<file path="config.mk">
export PLATFORM = sky130hd
export DESIGN_NAME = egg_timer_ctrl_flat
export DESIGN_NICKNAME = d
export VERILOG_FILES = /design/src/rtl/egg_timer_ctrl_if.sv /design/src/rtl/egg_timer_ctrl.sv /design/src/flat_wrapper.sv
export SDC_FILE = /design/constraint.sdc
export NUM_CORES = 1
export LEC_CHECK = 0
export ABC_AREA = 1
export BUFFER_PORTS_ARGS = -buffer_cell sky130_fd_sc_hd__buf_2
export CORE_MARGIN = 4
export CORE_UTILIZATION = 40
export CTS_CLUSTER_DIAMETER = 50
export CTS_CLUSTER_SIZE = 12
export DETAILED_ROUTE_END_ITERATION = 16
export PLACE_DENSITY = 0.59
export SYNTH_ARGS = -nofsm -noshare
export SYNTH_HDL_FRONTEND = slang
export SYNTH_SLANG_ARGS = --single-unit
</file>
<file path="constraint.sdc">
create_clock -name clkIn -period 2.9 [get_ports clkIn]
set_clock_uncertainty 0.2 [all_clocks]
set_input_delay 0.435 -clock clkIn [delete_from_list [all_inputs] [get_ports clkIn]]
set_output_delay 0.435 -clock clkIn [all_outputs]
set_load 0.02 [all_outputs]
</file>
<file path="src/rtl/egg_timer_ctrl_if.sv">
// Bus between the egg-timer sequencing controller and its panel/datapath.
// master = controller side, slave = buttons/switches/datapath side.
interface egg_timer_ctrl_if;
    logic        btn_set;
    logic        btn_start;
    logic [7:0]  sw;
    logic [3:0]  sec_1;
    logic [3:0]  sec_10;
    logic [3:0]  min_1;
    logic [3:0]  min_10;
    logic [2:0]  state;
    logic [15:0] timer;
    logic        alarm;
    logic        running;

    modport master (
        input  btn_set, btn_start, sw, sec_1, sec_10, min_1, min_10,
        output state, timer, alarm, running
    );

    modport slave (
        output btn_set, btn_start, sw, sec_1, sec_10, min_1, min_10,
        input  state, timer, alarm, running
    );
endinterface

</file>
<file path="src/rtl/egg_timer_ctrl.sv">
// Egg-timer sequencer: button edges -> datapath command codes, BCD preset,
// 1 Hz decrement strobe and blinking alarm on 00:00.
module egg_timer_ctrl #(
    parameter int TICK_DIV = 50000000,
    parameter int CNT_W    = 26
) (
    input  logic             clkIn,
    input  logic             reset_btn,
    egg_timer_ctrl_if.master io
);
    localparam logic [2:0] S_IDLE    = 3'd0;
    localparam logic [2:0] S_SET_SEC = 3'd1;
    localparam logic [2:0] S_SET_MIN = 3'd2;
    localparam logic [2:0] S_ARMED   = 3'd3;
    localparam logic [2:0] S_COUNT   = 3'd4;
    localparam logic [2:0] S_PAUSE   = 3'd5;
    localparam logic [2:0] S_ALARM   = 3'd6;

    localparam logic [2:0] C_CLEAR    = 3'b000;
    localparam logic [2:0] C_LOAD_SEC = 3'b001;
    localparam logic [2:0] C_LOAD_MIN = 3'b010;
    localparam logic [2:0] C_ARMED    = 3'b011;
    localparam logic [2:0] C_HOLD     = 3'b100;
    localparam logic [2:0] C_DEC      = 3'b101;

    localparam logic [CNT_W-1:0] TICK_LAST = CNT_W'(TICK_DIV - 1);

    logic [2:0]       fsm;
    logic             set_q, set_p, start_q, start_p;
    logic [CNT_W-1:0] presc;
    logic [2:0]       state_q;
    logic [15:0]      timer_q;
    logic             alarm_q, running_q;
    logic             set_edge, start_edge, tick, digits_zero;

    function automatic logic [7:0] clamp_bcd(input logic [7:0] v);
        logic [3:0] tens, units;
        tens  = (v[7:4] > 4'd5) ? 4'd5 : v[7:4];
        units = (v[3:0] > 4'd9) ? 4'd9 : v[3:0];
        return {tens, units};
    endfunction

    assign set_edge    = set_q & ~set_p;
    assign start_edge  = start_q & ~start_p;
    assign tick        = (presc == TICK_LAST);
    assign digits_zero = ({io.min_10, io.min_1, io.sec_10, io.sec_1} == 16'h0000);

    always_ff @(posedge clkIn) begin
        if (reset_btn) begin
            // prev copies reset high so a button held through reset is not an edge
            set_q     <= 1'b1;
            set_p     <= 1'b1;
            start_q   <= 1'b1;
            start_p   <= 1'b1;
            fsm       <= S_IDLE;
            state_q   <= C_CLEAR;
            timer_q   <= '0;
            alarm_q   <= 1'b0;
            running_q <= 1'b0;
            presc     <= '0;
        end else begin
            set_q   <= io.btn_set;
            set_p   <= set_q;
            start_q <= io.btn_start;
            start_p <= start_q;

            if (fsm == S_COUNT || fsm == S_ALARM)
                presc <= tick ? '0 : presc + 1'b1;

            case (fsm)
                S_IDLE: begin
                    timer_q <= '0;
                    if (set_edge) begin
                        fsm     <= S_SET_SEC;
                        state_q <= C_LOAD_SEC;
                    end
                end
                S_SET_SEC: if (set_edge) begin
                    timer_q[7:0] <= clamp_bcd(io.sw);
                    fsm          <= S_SET_MIN;
                    state_q      <= C_LOAD_MIN;
                end
                S_SET_MIN: if (set_edge) begin
                    timer_q[15:8] <= clamp_bcd(io.sw);
                    fsm           <= S_ARMED;
                    state_q       <= C_ARMED;
                end
                S_ARMED: begin
                    if (start_edge) begin
                        presc     <= '0;
                        fsm       <= S_COUNT;
                        state_q   <= C_HOLD;
                        running_q <= 1'b1;
                    end else if (set_edge) begin
                        fsm     <= S_SET_SEC;
                        state_q <= C_LOAD_SEC;
                    end
                end
                S_COUNT: begin
                    // zero check first so the datapath is never told to go below 00:00
                    if (digits_zero) begin
                        fsm       <= S_ALARM;
                        state_q   <= C_HOLD;
                        running_q <= 1'b0;
                        alarm_q   <= 1'b1;
                    end else if (start_edge) begin
                        fsm       <= S_PAUSE;
                        state_q   <= C_HOLD;
                        running_q <= 1'b0;
                    end else begin
                        state_q <= (tick && state_q != C_DEC) ? C_DEC : C_HOLD;
                    end
                end
                S_PAUSE: begin
                    if (start_edge) begin
                        presc     <= '0;
                        fsm       <= S_COUNT;
                        running_q <= 1'b1;
                    end else if (set_edge) begin
                        fsm     <= S_IDLE;
                        state_q <= C_CLEAR;
                        timer_q <= '0;
                    end
                end
                S_ALARM: begin
                    if (set_edge || start_edge) begin
                        fsm     <= S_IDLE;
                        state_q <= C_CLEAR;
                        timer_q <= '0;
                        alarm_q <= 1'b0;
                    end else if (tick) begin
                        alarm_q <= ~alarm_q;
                    end
                end
                default: begin
                    fsm       <= S_IDLE;
                    state_q   <= C_CLEAR;
                    timer_q   <= '0;
                    alarm_q   <= 1'b0;
                    running_q <= 1'b0;
                end
            endcase
        end
    end

    assign io.state   = state_q;
    assign io.timer   = timer_q;
    assign io.alarm   = alarm_q;
    assign io.running = running_q;
endmodule

</file>
<file path="src/flat_wrapper.sv">
// flat-port wrapper written by rule: the top's interface ports become plain ports
module egg_timer_ctrl_flat 
#(
    parameter int TICK_DIV = 50000000,
    parameter int CNT_W    = 26
)
  (clkIn, reset_btn, io_btn_set, io_btn_start, io_sw, io_sec_1, io_sec_10, io_min_1, io_min_10, io_state, io_timer, io_alarm, io_running);
  egg_timer_ctrl_if io_i ();
  input  logic clkIn;
  input  logic reset_btn;
  input wire logic [$bits(io_i.btn_set)-1:0] io_btn_set;
  input wire logic [$bits(io_i.btn_start)-1:0] io_btn_start;
  input wire logic [$bits(io_i.sw)-1:0] io_sw;
  input wire logic [$bits(io_i.sec_1)-1:0] io_sec_1;
  input wire logic [$bits(io_i.sec_10)-1:0] io_sec_10;
  input wire logic [$bits(io_i.min_1)-1:0] io_min_1;
  input wire logic [$bits(io_i.min_10)-1:0] io_min_10;
  output wire logic [$bits(io_i.state)-1:0] io_state;
  output wire logic [$bits(io_i.timer)-1:0] io_timer;
  output wire logic [$bits(io_i.alarm)-1:0] io_alarm;
  output wire logic [$bits(io_i.running)-1:0] io_running;
  assign io_i.btn_set = io_btn_set;
  assign io_i.btn_start = io_btn_start;
  assign io_i.sw = io_sw;
  assign io_i.sec_1 = io_sec_1;
  assign io_i.sec_10 = io_sec_10;
  assign io_i.min_1 = io_min_1;
  assign io_i.min_10 = io_min_10;
  assign io_state = io_i.state;
  assign io_timer = io_i.timer;
  assign io_alarm = io_i.alarm;
  assign io_running = io_i.running;
  egg_timer_ctrl #(.TICK_DIV(TICK_DIV), .CNT_W(CNT_W)) u_core (.clkIn(clkIn), .reset_btn(reset_btn), .io(io_i));
endmodule
</file>
# After elaboration in Yosys (flattened, before gate mapping)
# Cells that the tools add are included.
# op_classes
add_sub_neg	1
n_mul	0
div_mod_pow	0
n_lt_le_gt_ge	2
eq_ne	18
shift	0
mux	37
bitwise_logic	9
reduce_logical	16
# op_table
cell	n
$mux 26	4
$pmux 8 s4	2
$mux 16	3
$mux 3	14
$pmux 3 s7	2
$add 26x1->26 const B	1
$eq 26x26->1 const B	1
$reduce_and 5->1	4
$logic_not 16->1	1
$ne 2x1->1 const B	5
$eq 3x3->1 const B	3
$mux 4	2
$mux 8	1
$mux 1	7
$not 1->1	7
$eq 3x2->1 const B	2
$ne 3x1->1 const B	2
$pmux 1 s3	2
$reduce_and 3->1	2
$reduce_or 3->1	2
$reduce_or 5->1	1
$gt 4x3->1 const B	1
$gt 4x4->1 const B	1
$ne 2x2->1 const B	2
9 further kinds	11
# word_totals
ff_bits	54
latch_bits	0
ramBits	0
rom_bits	0
input_bits	28
word_cells	94
n_memories	0

# Depth between registers and ports, before layout
# Gate-level depths: netlist (run 1).
# logic_depth
ltp_word	6
ltp_mapped	12
depth_no_buf	11

# Least setup slack after synthesis (run 1)
# No wires, ideal clock.
# synth_timing
path_type	register to register
start	reg u_core.fsm[2]
end	reg u_core.timer_q[0] (netlist: u_core.io.timer[0])
setup_ns	0.113
t_arrival_ns	1.374
slack_ns	1.213
stages_incl_launch_ff	10
period_less_slack_ns	1.687
path_cell_list	dfxtp_1 > buf_4 > inv_2 > nand2_2 > buf_6 > nand3_2 > nor3_4 > inv_2 > o21ai_1 > nor2_1
# synth_via
elab_chain_len	4
# synth_rtl
item	line	text
start, declared	egg_timer_ctrl.sv:28	logic [2:0] fsm;
start signal, assigned	egg_timer_ctrl.sv:55	fsm <= S_IDLE;
start signal, assigned	egg_timer_ctrl.sv:74	fsm <= S_SET_SEC;
start signal, assigned	egg_timer_ctrl.sv:80	fsm <= S_SET_MIN;
$eq 3x2->1 / $eq 3x3->1 (equally long branches)	egg_timer_ctrl.sv:70	case (fsm)
$reduce_or 3->1 (no source line)	--	
$not 1->1 (no source line)	--	
$reduce_and 5->1 (no source line)	--	
end signal, assigned	egg_timer_ctrl.sv:79	timer_q[7:0] <= clamp_bcd(io.sw);
end, declared	egg_timer_ctrl.sv:32	logic [15:0] timer_q;
# Several ways; a longest one is shown, not always the timed one.
# A chain may end at the register's enable or synchronous reset.

# Final worst setup path (run 1)
# layout_timing
start	reg u_core.fsm[2]
end	reg u_core.timer_q[5] (netlist: u_core.io.timer[5])
# Same word-level chain as after synthesis.

==> results of run 1 <==
[worst max-delay path: stages (launching register included)]
cell and delay (ns):
dfxtp_1 0.55, inv_2 0.11, nand2_2 0.22, nand3_2 0.13
nor3_4 0.39, inv_2 0.12, o21ai_1 0.14, nor2_1 0.05
[per-layer routing]
layer,routed length (um),GRT usage,vias to the layer above
met5,0,0,-
met4,87,0.0389,0
met3,212,0.0282,9
li1,-,-,1422
met2,2920,0.273,52
met1,3110,0.200,1185
[registers in the layout, indices dropped and copies added (netlist names)]
name               flops
u_core.presc          26
u_core.io.alarm        1
u_core.set_p           1
u_core.set_q           1
u_core.start_q         1
u_core.start_p         1
u_core.io.timer       16
u_core.fsm             3
u_core.io.state        3
u_core.io.running      1
[how the worst max path moves through the flow]
stage                  startpoint                 end  slack [ns]  cells past startpoint
global placement    u_core.fsm[2]  u_core.io.timer[0]        0.93                      7
detailed placement  u_core.fsm[2]  u_core.io.timer[0]        0.90                      7
CTS                 u_core.fsm[2]    u_core.presc[15]        0.90                     10
floorplan           u_core.fsm[2]  u_core.io.timer[0]        1.21                      9
finish              u_core.fsm[2]  u_core.io.timer[5]        0.91                      7
global route        u_core.fsm[2]    u_core.presc[19]        0.62                     10
[where the power goes]
part | internal, uW | switching, uW | leakage (uW)
clock | 178 | 265 | 0.0000491
combinational | 241 | 504 | 0.000959
sequential | 834 | 61.6 | 0.000438
[cells by family (layout without fill, tap and decap cells)]
family | after synthesis | count (layout)
AND/OR/NAND/NOR | 232 | 232
AO/OA/AOI/OAI | 61 | 61
buffers and inverters | 60 | 111
flip-flops | 54 | 54
XOR/XNOR | 7 | 7
adder cells (fa/ha/maj) | 1 | 1
[cell usage after synthesis]
cell type / n
nor2_4: 2
nand2_4: 1
o211ai_1: 1
nor2_1: 90
buf_6: 1
nor3_4: 2
clkbuf_1: 2
nor2_2: 3
nand3_1: 21
nand2_1: 80
nand2_2: 3
nor3_2: 1
o21ai_0: 19
nor3b_1: 3
inv_2: 5
o21ai_1: 10
a31oi_1: 2
o221ai_1: 2
nor4_1: 2
nand3_2: 1
nor3_1: 11
inv_1: 49
o21a_1: 3
ha_1: 1
xnor2_1: 1
dfxtp_1: 54
nand4_1: 5
or2_2: 4
a31o_2: 1
xor2_1: 6
nand2_8: 1
nand3b_1: 2
buf_4: 2
clkinv_2: 1
a21oi_1: 23
[through the flow]
| stage | hold WS, ns | worst slack [ns] | utilization | std cells |
|---|---|---|---|---|
| after floorplan | 0.217 | 1.21 | - | 415 |
| after global placement | 0.226 | 0.925 | 0.456 | 538 |
| after detailed placement | 0.236 | 0.896 | 0.456 | 538 |
| after CTS | 0.0940 | 0.902 | 0.470 | 546 |
| after global routing | 0.0930 | 0.619 | 0.470 | 546 |
| final | 0.106 | 0.912 | 0.470 | 546 |
[area by class of cell]
cell class,count,area [um2]
Sequential cell,54,1080
Multi-Input combinational cell,301,1450
Inverter,55,208
Timing Repair Buffer,48,240
Clock buffer,5,68.8
Fill cell,724,3580
Clock inverter,3,26.3
Tap cell,80,100
==> run_results.csv, run 1 <==
group,metric,value,unit
synthesis,synthMuxAreaShare,0,
detailed_routing,final_antenna_net_count,0,
sta,min_period,1.99,ns
detailed_routing,drcViolationCount,0,
synthesis,ys_types,35,
floorplan,fp-row-count,30,
synthesis,synth_compound_area_frac,0.119,
layout,area_delta_synth_final,14.5,%
sta,finalHoldViolCount,0,
setup_path,r2r-end,"u_core.io.timer[5]",
detailed_routing,route.vias.total,2668,
sta,setup_viol,0,
placed_design,gp_congestion,0.861,
setup_path,crit_type,"register to register",
sta,finalSetupTns,0,ns
setup_path,critPathRequiredTime,2.92,ns
floorplan,ioPinCount,49,
global_routing,antenna_found_initial,0,
synthesis,yosysSeqAreaShare,0.390,
synthesis,syn_avg_cell_area,6.68,um2
power_and_ir_drop,powerDensity,656,mW/mm2
detailed_routing,firstDrtPassIters,4,
global_routing,grt_max_degree,20,
hold_path,hold_path_class,"input pin to register",
global_routing,grt_overflow,0,
floorplan,dieArea,0.00833,mm2
layout,final_cell_mix,"nor2_1 (90), nand2_1 (80), dfxtp_1 (54), inv_1 (49), buf_2 (48)",
power_and_ir_drop,leakagePower,0.00145,uW
floorplan,die_x,91.3,um
power_and_ir_drop,peakVddDrop,0.208,mV
synthesis,synth_xor_area_frac,0.0221,
layout,nNetsFinal,494,
synthesis,synth_top_family_by_area,"simple AND/OR/NAND/NOR gates",
global_routing,grt_pass1_vias,2522,
floorplan,core_area,0.00676,mm2
clock_tree,htree_num_levels,2,
clock_tree,clock_path_buffers,2,
synthesis,syn_inst,415,
sta,period_share,0.685,
clock_tree,post-cts-setup-buffers,0,
clock_tree,cts_tree,"done",
global_routing,grt_first_pass_wirelength,11.0,mm
clock_tree,clkTransAtPathRegs,0.11,ns
sta,tightest_slew,0.408,ns
floorplan,fp.dieH,91.3,um
sta,relSlewSlack,0.728,
clock_tree,cts_hold_buf,0,
placed_design,postPlaceCellArea,0.00308,mm2
synthesis,netlist_top_cells_area,"dfxtp_1 (39%), nor2_1 (12%), nand2_1 (11%)",
detailed_routing,wl_per_cell,11.6,um
setup_path,r2r_slack,0.91,ns
synthesis,synthAdderAreaFrac,0.00451,
setup_path,rr_startpoint,"u_core.fsm[2]",
clock_tree,clkSinkCount,54,
flow_run,maxCapViolCount,0,
run_status,run_status,"complete, no violations",
setup_path,start_kind,"register",
synthesis,synth-simple-area-share,0.378,
setup_path,crit_path_max_fanout,11,
placed_design,place_hpwl,4.93,mm
layout,drive_gt1_frac,0.174,
synthesis,synth_nets,444,
layout,final_area,0.00318,mm2
synthesis,yosysWarnings,0,
layout,final_common_cell,"nor2_1",
placed_design,io_buffers,48,
hold_path,holdPathEnd,"u_core.start_q",
synthesis,syn_area,0.00277,mm2
clock_tree,root_buffer,"clkbuf_8",
hold_path,worstHoldStart,"io_btn_start",
synthesis,synth_top_area_cell,"dfxtp_1",
power_and_ir_drop,total_power,2080,uW
detailed_routing,drtIter0Drc,90,
sta,rsz0062_at_grt,"no",
hold_path,holdPathStages,2,
setup_path,worstPathArrival,2.01,ns
detailed_routing,drt-total-wl,6.33,mm
clock_tree,worstSkewPairLatency,0.31,ns
layout,num_antenna_cells,0,
global_routing,track_usage,0.157,
sta,slew_viol_final,0,
detailed_routing,viasPerCell,4.89,
clock_tree,cts_resized,0,
setup_path,r2r_cells,7,
sta,fmax,503,MHz
floorplan,start_util,0.411,
synthesis,synth_top_area_frac,0.390,
clock_tree,numCtsBuffers,5,
setup_path,critPathCaptureType,"register",
synthesis,ys_seq_elements,54,
Note: power is estimated with default switching activity, not from simulation.
==> run 2, diff against run 1 <==
--- a/config.mk
+++ b/config.mk
@@ -5,14 +5,14 @@
 export SDC_FILE = /design/constraint.sdc
 export NUM_CORES = 1
 export LEC_CHECK = 0
-export ABC_AREA = 1
+export ABC_AREA = 0
 export BUFFER_PORTS_ARGS = -buffer_cell sky130_fd_sc_hd__buf_2
 export CORE_MARGIN = 4
 export CORE_UTILIZATION = 40
 export CTS_CLUSTER_DIAMETER = 50
 export CTS_CLUSTER_SIZE = 12
 export DETAILED_ROUTE_END_ITERATION = 16
-export PLACE_DENSITY = 0.59
+export PLACE_DENSITY = 0.62
 export SYNTH_ARGS = -nofsm -noshare
 export SYNTH_HDL_FRONTEND = slang
 export SYNTH_SLANG_ARGS = --single-unit
==> constraint.sdc (replaced) <==
create_clock -name clkIn -period 1.6 [get_ports clkIn]
set_clock_uncertainty 0.2 [all_clocks]
set_input_delay 0.24 -clock clkIn [delete_from_list [all_inputs] [get_ports clkIn]]
set_output_delay 0.24 -clock clkIn [all_outputs]
set_load 0.02 [all_outputs]
==> run 2 against run 1 <==
Global-route usage increased by 4.3 points. Cell count increased by 0.18%. The run now ends with setup timing left. Critical endpoint is now u_core.io.alarm. Cell area increased by 45%. Synthesized cell count decreased by 21%. First-iteration DRC count increased by 88%. Via count increased by 14%. Non-clock buffer count increased by 102. Largest power group unchanged. Register-to-register slack got worse by 1.3 ns. Combinational power decreased by 52%. Sequential power increased by 53%.
==> run_results.csv, run 2 <==
group,metric,value,unit
run_status,run_status,"complete, but fails checks",
run_status,violations,"setup timing",
flow_run,maxCapViolCount,0,
floorplan,die_x,90.9,um
floorplan,ioPinCount,49,
synthesis,yosysWarnings,0,
global_routing,grt_overflow,0,
power_and_ir_drop,p_seq_frac,0.530,
synthesis,ys_types,51,
sta,holdWs,0.0312,ns
detailed_routing,firstDrtPassIters,5,
global_routing,antenna_found_initial,0,
synthesis,synth-main-ff-cell,"dfxtp_1",
synthesis,syn_inst,327,
detailed_routing,wl_per_cell,16.7,um
detailed_routing,drt-total-wl,9.11,mm
synthesis,async_flop_share,0,
setup_path,cp_num_buf_inv,0,
synthesis,ys_seq_elements,54,
layout,regMostFlops,"u_core.presc",
synthesis,synth.most_common_cell,"dfxtp_1",
synthesis,synth_nets,356,
hold_path,hold_path_class,"input pin to register",
detailed_routing,viasPerCell,5.55,
sta,min_period,1.98,ns
placed_design,gp_congestion,0.842,
setup_path,r2r_slack,-0.38,ns
setup_path,start_kind,"register",
sta,finalSetupTns,-11.32,ns
floorplan,start_util,0.423,
power_and_ir_drop,clkPwrFrac,0.331,
layout,num_antenna_cells,0,
detailed_routing,route.vias.total,3038,
synthesis,netlist_top_cells_area,"dfxtp_1 (39%), nor2_1 (4.8%), xnor2_1 (4.5%)",
setup_path,rr_startpoint,"u_core.presc[1]",
sta,rsz0062_at_grt,"yes",
global_routing,grt_max_degree,19,
layout,nFillCells,467,
synthesis,yosys-top-cells-count,"dfxtp_1 (54), nor2_1 (35), nand2_1 (30), a21oi_1 (22)",
placed_design,place_hpwl,5.35,mm
clock_tree,worstSkewPairLatency,0.32,ns
sta,setup_ws,-0.382,ns
global_routing,grtUsageMet1,0.262,
global_routing,track_usage,0.200,
clock_tree,cts_tree,"done",
clock_tree,clkTransAtPathRegs,0.11,ns
floorplan,dieArea,0.00826,mm2
clock_tree,htree_num_levels,2,
setup_path,crit_type,"register to register",
global_routing,grt_first_pass_wirelength,13.6,mm
setup_path,crit_path_max_fanout,2,
floorplan,core_area,0.00649,mm2
clock_tree,root_buffer,"clkbuf_8",
setup_path,crit_slowest_cell,"or4_4",
layout,final_cell_mix,"buf_4 (72), buf_2 (48), dfxtp_1 (33), nand2_1 (29), dfxtp_2 (20)",
layout,area_delta_synth_final,68.2,%
global_routing,grtUsageMet3,0.0550,
sta,setup_viol,45,
power_and_ir_drop,peakVddDrop,0.463,mV
detailed_routing,drcViolationCount,0,
power_and_ir_drop,switchingPower,688,uW
setup_path,critical_path_depth,6,
sta,period_share,1.24,
setup_path,cp-startpoint,"u_core.presc[1]",
setup_path,worstPathArrival,1.99,ns
setup_path,r2r-end,"u_core.io.alarm",
sta,fmax,504,MHz
layout,nNetsFinal,498,
sta,finalHoldViolCount,0,
setup_path,r2r_cells,6,
detailed_routing,drtIter0Drc,169,
power_and_ir_drop,combPwrFrac,0.139,
global_routing,busiest_layer,"met2",
sta,slew_viol_final,0,
setup_path,cp_top_family,"simple AND/OR/NAND/NOR gates",
setup_path,critPathCaptureType,"register",
synthesis,synth_top_area_cell,"dfxtp_1",
synthesis,synth_edf_count,0,
setup_path,crit_path_end,"u_core.io.alarm",
global_routing,grt_pass1_vias,2895,
clock_tree,clock_path_buffers,2,
setup_path,crit_path_max_incr_delay,0.44,ns
synthesis,syn_avg_cell_area,8.40,um2
sta,tightest_slew,0.597,ns
layout,largest_reg_flops,26,
synthesis,synth_top_area_frac,0.394,
power_and_ir_drop,internal_power,1900,uW
placed_design,io_buffers,48,
floorplan,fp-row-count,29,
clock_tree,numCtsBuffers,5,
floorplan,fp.dieH,90.9,um
power_and_ir_drop,switching_share,0.265,
global_routing,use_met2,0.323,
power_and_ir_drop,powerDensity,561,mW/mm2
layout,final_common_cell,"buf_4",
power_and_ir_drop,leakagePower,0.00185,uW
synthesis,yosysSeqAreaShare,0.394,
detailed_routing,final_antenna_net_count,0,
clock_tree,clkSinkCount,54,
layout,drive_gt1_frac,0.564,
setup_path,critPathRequiredTime,1.61,ns
sta,relSlewSlack,0.601,
synthesis,syn_area,0.00275,mm2
power_and_ir_drop,total_power,2590,uW
setup_path,crit_chain,"ha_4 > nor4b_4 > nand4_1 > or4_4 > a22oi_2 > mux2_4",
-- run 2: per-stage QoR --
stage | utilization | setup WS, ns | instance area (um2) | cells
global route | 0.711 | -0.432 | 4620 | 547
finish | 0.711 | -0.382 | 4620 | 547
detailed placement | 0.563 | -0.425 | 3650 | 513
global placement | 0.563 | -0.376 | 3650 | 513
floorplan | - | -0.329 | 2810 | 327
CTS | 0.646 | -0.424 | 4200 | 537
-- run 2: power groups by stage --
stage / clock (uW) / sequential, uW / combinational, uW
final: 857 / 1370 / 360
after global routing: 944 / 1380 / 385
after CTS: 860 / 1380 / 329
after detailed placement: 0 / 1400 / 260
after global placement: 0 / 1400 / 257
after floorplan: 0 / 1410 / 124
-- run 2: timing repair --
action,in CTS,in global routing
hold buffers,5,0
cloned,3,0
setup buffers,9,12
resized for setup,63,87
pin swaps,33,37
setup endpoints to repair,48,50
hold endpoints to repair,5,0
-- run 2: final cells by class --
cell class / instances / area, um2 / share of cell area
flip-flops and latches: 54 / 1110 / 0.240
multi-input cells: 254 / 2130 / 0.461
clock inverters: 2 / 16.3 / 0.00352
repair buffers: 150 / 1170 / 0.254
inverters: 4 / 15.0 / 0.00325
well taps: 77 / 96.3 / 0.0209
clock buffers: 6 / 82.6 / 0.0179
-- run 2: worst min-delay path by stage --
stage                       from            endpoint  slack (ns)  cells after the start
detailed placement  io_btn_start      u_core.start_q        0.23                      2
floorplan             io_btn_set        u_core.set_q        0.14                      1
CTS                     io_sw[1]  u_core.io.timer[9]        0.02                      3
finish                 reset_btn       u_core.fsm[1]        0.03                      2
global placement      io_btn_set        u_core.set_q        0.22                      2
global route           reset_btn       u_core.fsm[1]        0.02                      2
-- run 2: kinds of logic after synthesis --
kind of cell / after synthesis / share of synthesized area
muxes: 8 / 0.0296
adders and majority gates: 2 / 0.00820
xor gates and xnor gates: 25 / 0.0797
DFF: 54 / 0.394
and+or+nand+nor: 165 / 0.325
AOI/OAI and AO/OA: 54 / 0.124
buffers and inverters: 19 / 0.0392
-- run 2: worst reg2reg max path: stages, from the launching register on --
cell     delay (ns)
dfxtp_2        0.37
ha_4           0.13
nor4b_4        0.17
nand4_1        0.10
or4_4          0.44
a22oi_2        0.16
mux2_4         0.31
-- run 2: metal layers --
metal | wire length (um) | vias to the layer above
met2 | 4470 | 105
met3 | 527 | 20
met4 | 190 | 0
met5 | 0 | -
met1 | 3920 | 1458
li1 | - | 1455
==> run 3, diff against run 2 <==
--- a/config.mk
+++ b/config.mk
@@ -7,12 +7,14 @@
 export LEC_CHECK = 0
 export ABC_AREA = 0
 export BUFFER_PORTS_ARGS = -buffer_cell sky130_fd_sc_hd__buf_2
+export CELL_PAD_IN_SITES_DETAIL_PLACEMENT = 1
+export CELL_PAD_IN_SITES_GLOBAL_PLACEMENT = 1
 export CORE_MARGIN = 4
-export CORE_UTILIZATION = 40
+export CORE_UTILIZATION = 37
 export CTS_CLUSTER_DIAMETER = 50
 export CTS_CLUSTER_SIZE = 12
 export DETAILED_ROUTE_END_ITERATION = 16
-export PLACE_DENSITY = 0.62
+export PLACE_DENSITY = 0.74
 export SYNTH_ARGS = -nofsm -noshare
 export SYNTH_HDL_FRONTEND = slang
 export SYNTH_SLANG_ARGS = --single-unit
==> run 3 against run 2 <==
The run still ends with setup timing left. Critical endpoint unchanged. Cell area rose by 1.9%. Largest power group unchanged. Highest routed layer unchanged. Utilization fell by 5.9 points. Register-to-register slack got worse by 0.13 ns.
==> run_results.csv, run 3 (synthesis results as in run 2) <==
group,metric,value,unit
detailed_routing,viasPerCell,5.86,
detailed_routing,route.vias.total,3344,
sta,holdWs,0.00424,ns
layout,drive_gt1_frac,0.572,
setup_path,critPathCaptureType,"register",
clock_tree,worstSkewPairLatency,0.32,ns
setup_path,start_kind,"register",
layout,final_cell_mix,"buf_4 (72), buf_2 (48), dfxtp_1 (35), nand2_1 (27), buf_6 (20)",
floorplan,ioPinCount,49,
clock_tree,clkTransAtPathRegs,0.11,ns
clock_tree,numCtsBuffers,5,
setup_path,worstPathArrival,2.13,ns
flow_run,maxCapViolCount,0,
detailed_routing,drtIter0Drc,212,
global_routing,grt_overflow,0,
setup_path,rr_startpoint,"u_core.presc[5]",
sta,finalSetupTns,-15.45,ns
clock_tree,clock_path_buffers,2,
global_routing,track_usage,0.277,
floorplan,die_x,94.2,um
floorplan,core_area,0.00721,mm2
setup_path,r2r_slack,-0.51,ns
clock_tree,root_buffer,"clkbuf_8",
hold_path,hold_path_class,"input pin to register",
hold_path,worstHoldStart,"io_sw[5]",
sta,min_period,2.11,ns
layout,final_area,0.00470,mm2
sta,setup_viol,50,
floorplan,fp.dieH,94.2,um
hold_path,holdPathStages,3,
placed_design,place_hpwl,6.18,mm
setup_path,r2r-end,"u_core.io.alarm",
layout,final_common_cell,"buf_4",
clock_tree,clkSinkCount,54,
sta,setup_ws,-0.511,ns
detailed_routing,drcViolationCount,0,
placed_design,io_buffers,48,
layout,regMostFlops,"u_core.presc",
layout,largest_reg_flops,26,
power_and_ir_drop,leakagePower,0.00189,uW
layout,area_delta_synth_final,71.3,%
placed_design,gp_congestion,0.780,
global_routing,antenna_found_initial,0,
hold_path,holdPathEnd,"u_core.io.timer[13]",
sta,tightest_slew,0.550,ns
global_routing,grt_pass1_vias,3576,
clock_tree,cts_tree,"done",
sta,relSlewSlack,0.633,
placed_design,pre_cts_ws,-0.418,ns
layout,num_antenna_cells,0,
sta,finalHoldViolCount,0,
sta,rsz0062_at_grt,"yes",
floorplan,fp-row-count,31,
detailed_routing,wl_per_cell,24.1,um
floorplan,dieArea,0.00887,mm2
power_and_ir_drop,peakVddDrop,0.364,mV
layout,nFillCells,818,
run_status,violations,"setup timing",
sta,slew_viol_final,0,
power_and_ir_drop,powerDensity,562,mW/mm2
detailed_routing,drt-total-wl,13.7,mm
sta,period_share,1.32,
setup_path,r2r_cells,4,
detailed_routing,final_antenna_net_count,0,
clock_tree,htree_num_levels,2,
placed_design,postPlaceCellArea,0.00366,mm2
global_routing,grt_max_degree,20,
setup_path,crit_path_max_incr_delay,0.61,ns
setup_path,crit_path_max_fanout,4,
global_routing,grt_first_pass_wirelength,19.0,mm
setup_path,critPathRequiredTime,1.62,ns
setup_path,crit_chain,"nand4_1 > or4_4 > a22oi_2 > mux2_1",
layout,final_core_util,0.652,
setup_path,crit_type,"register to register",
detailed_routing,firstDrtPassIters,5,
setup_path,crit_slowest_cell,"or4_4",
layout,nNetsFinal,500,
run_status,run_status,"complete, but fails checks",
floorplan,start_util,0.381,
sta,fmax,474,MHz
-- run 3: changes by cell type in the layout (fill, tap and decap cells not counted), sizes merged --
cell         previous run  this run
dlygate4sd3             5         4
clkbuf                  6         7
clkinvlp                1         0
buf                   145       148
-- run 3: final cells by class --
class	instances	area, um2	area share
flip-flops and latches	54	1110	0.237
inverters	4	15.0	0.00319
well taps	99	124	0.0263
clock buffers	7	86.3	0.0184
clock inverters	1	8.76	0.00186
repair buffers	152	1200	0.256
multi-input cells	254	2150	0.457
-- run 3: power breakdown --
group          internal [uW]  leakage [uW]  switching (uW)
Clock                    360     0.0000489             515
Combinational            189       0.00140             203
Sequential              1350      0.000445            21.1
-- run 3: worst max-delay path by stage --
stage / from / to / depth (start not counted)
2_1_floorplan: u_core.presc[1] / u_core.io.alarm / 6
3_3_place_gp: u_core.presc[7] / u_core.io.alarm / 5
3_5_place_dp: u_core.presc[1] / u_core.io.alarm / 6
4_1_cts: u_core.presc[1] / u_core.io.alarm / 6
5_1_grt: u_core.presc[7] / u_core.io.state[0] / 7
6_report: u_core.presc[5] / u_core.io.alarm / 4
-- run 3: repair_timing --
| item | 4_1_cts | 5_1_grt |
|---|---|---|
| setup buffers | 20 | 10 |
| gates cloned | 3 | 0 |
| pin swaps | 54 | 26 |
| setup endpoints to repair | 48 | 50 |
| hold buffers | 4 | 0 |
| endpoints found under the hold margin | 4 | 0 |
| resized for setup | 94 | 67 |
-- run 3: stage by stage --
step | instances | total power (uW)
4_1_cts | 566 | 2580
3_5_place_dp | 532 | 1650
5_1_grt | 571 | 2730
6_report | 571 | 2640
2_1_floorplan | 327 | 1540
3_3_place_gp | 532 | 1650
-- run 3: worst max-delay path: cells and delay by family (launching register included) --
kind | cells | cell delay [ns]
flip-flops | 1 | 0.44
AO/OA/AOI/OAI | 1 | 0.15
AND/OR/NAND/NOR | 2 | 0.88
multiplexers | 1 | 0.34
-- run 3: routing by layer --
layer  global-route usage  part of all wire
met1                0.330              0.38
met2                0.487              0.51
met3               0.0481             0.058
met4                0.116             0.051
met5                    0                 0
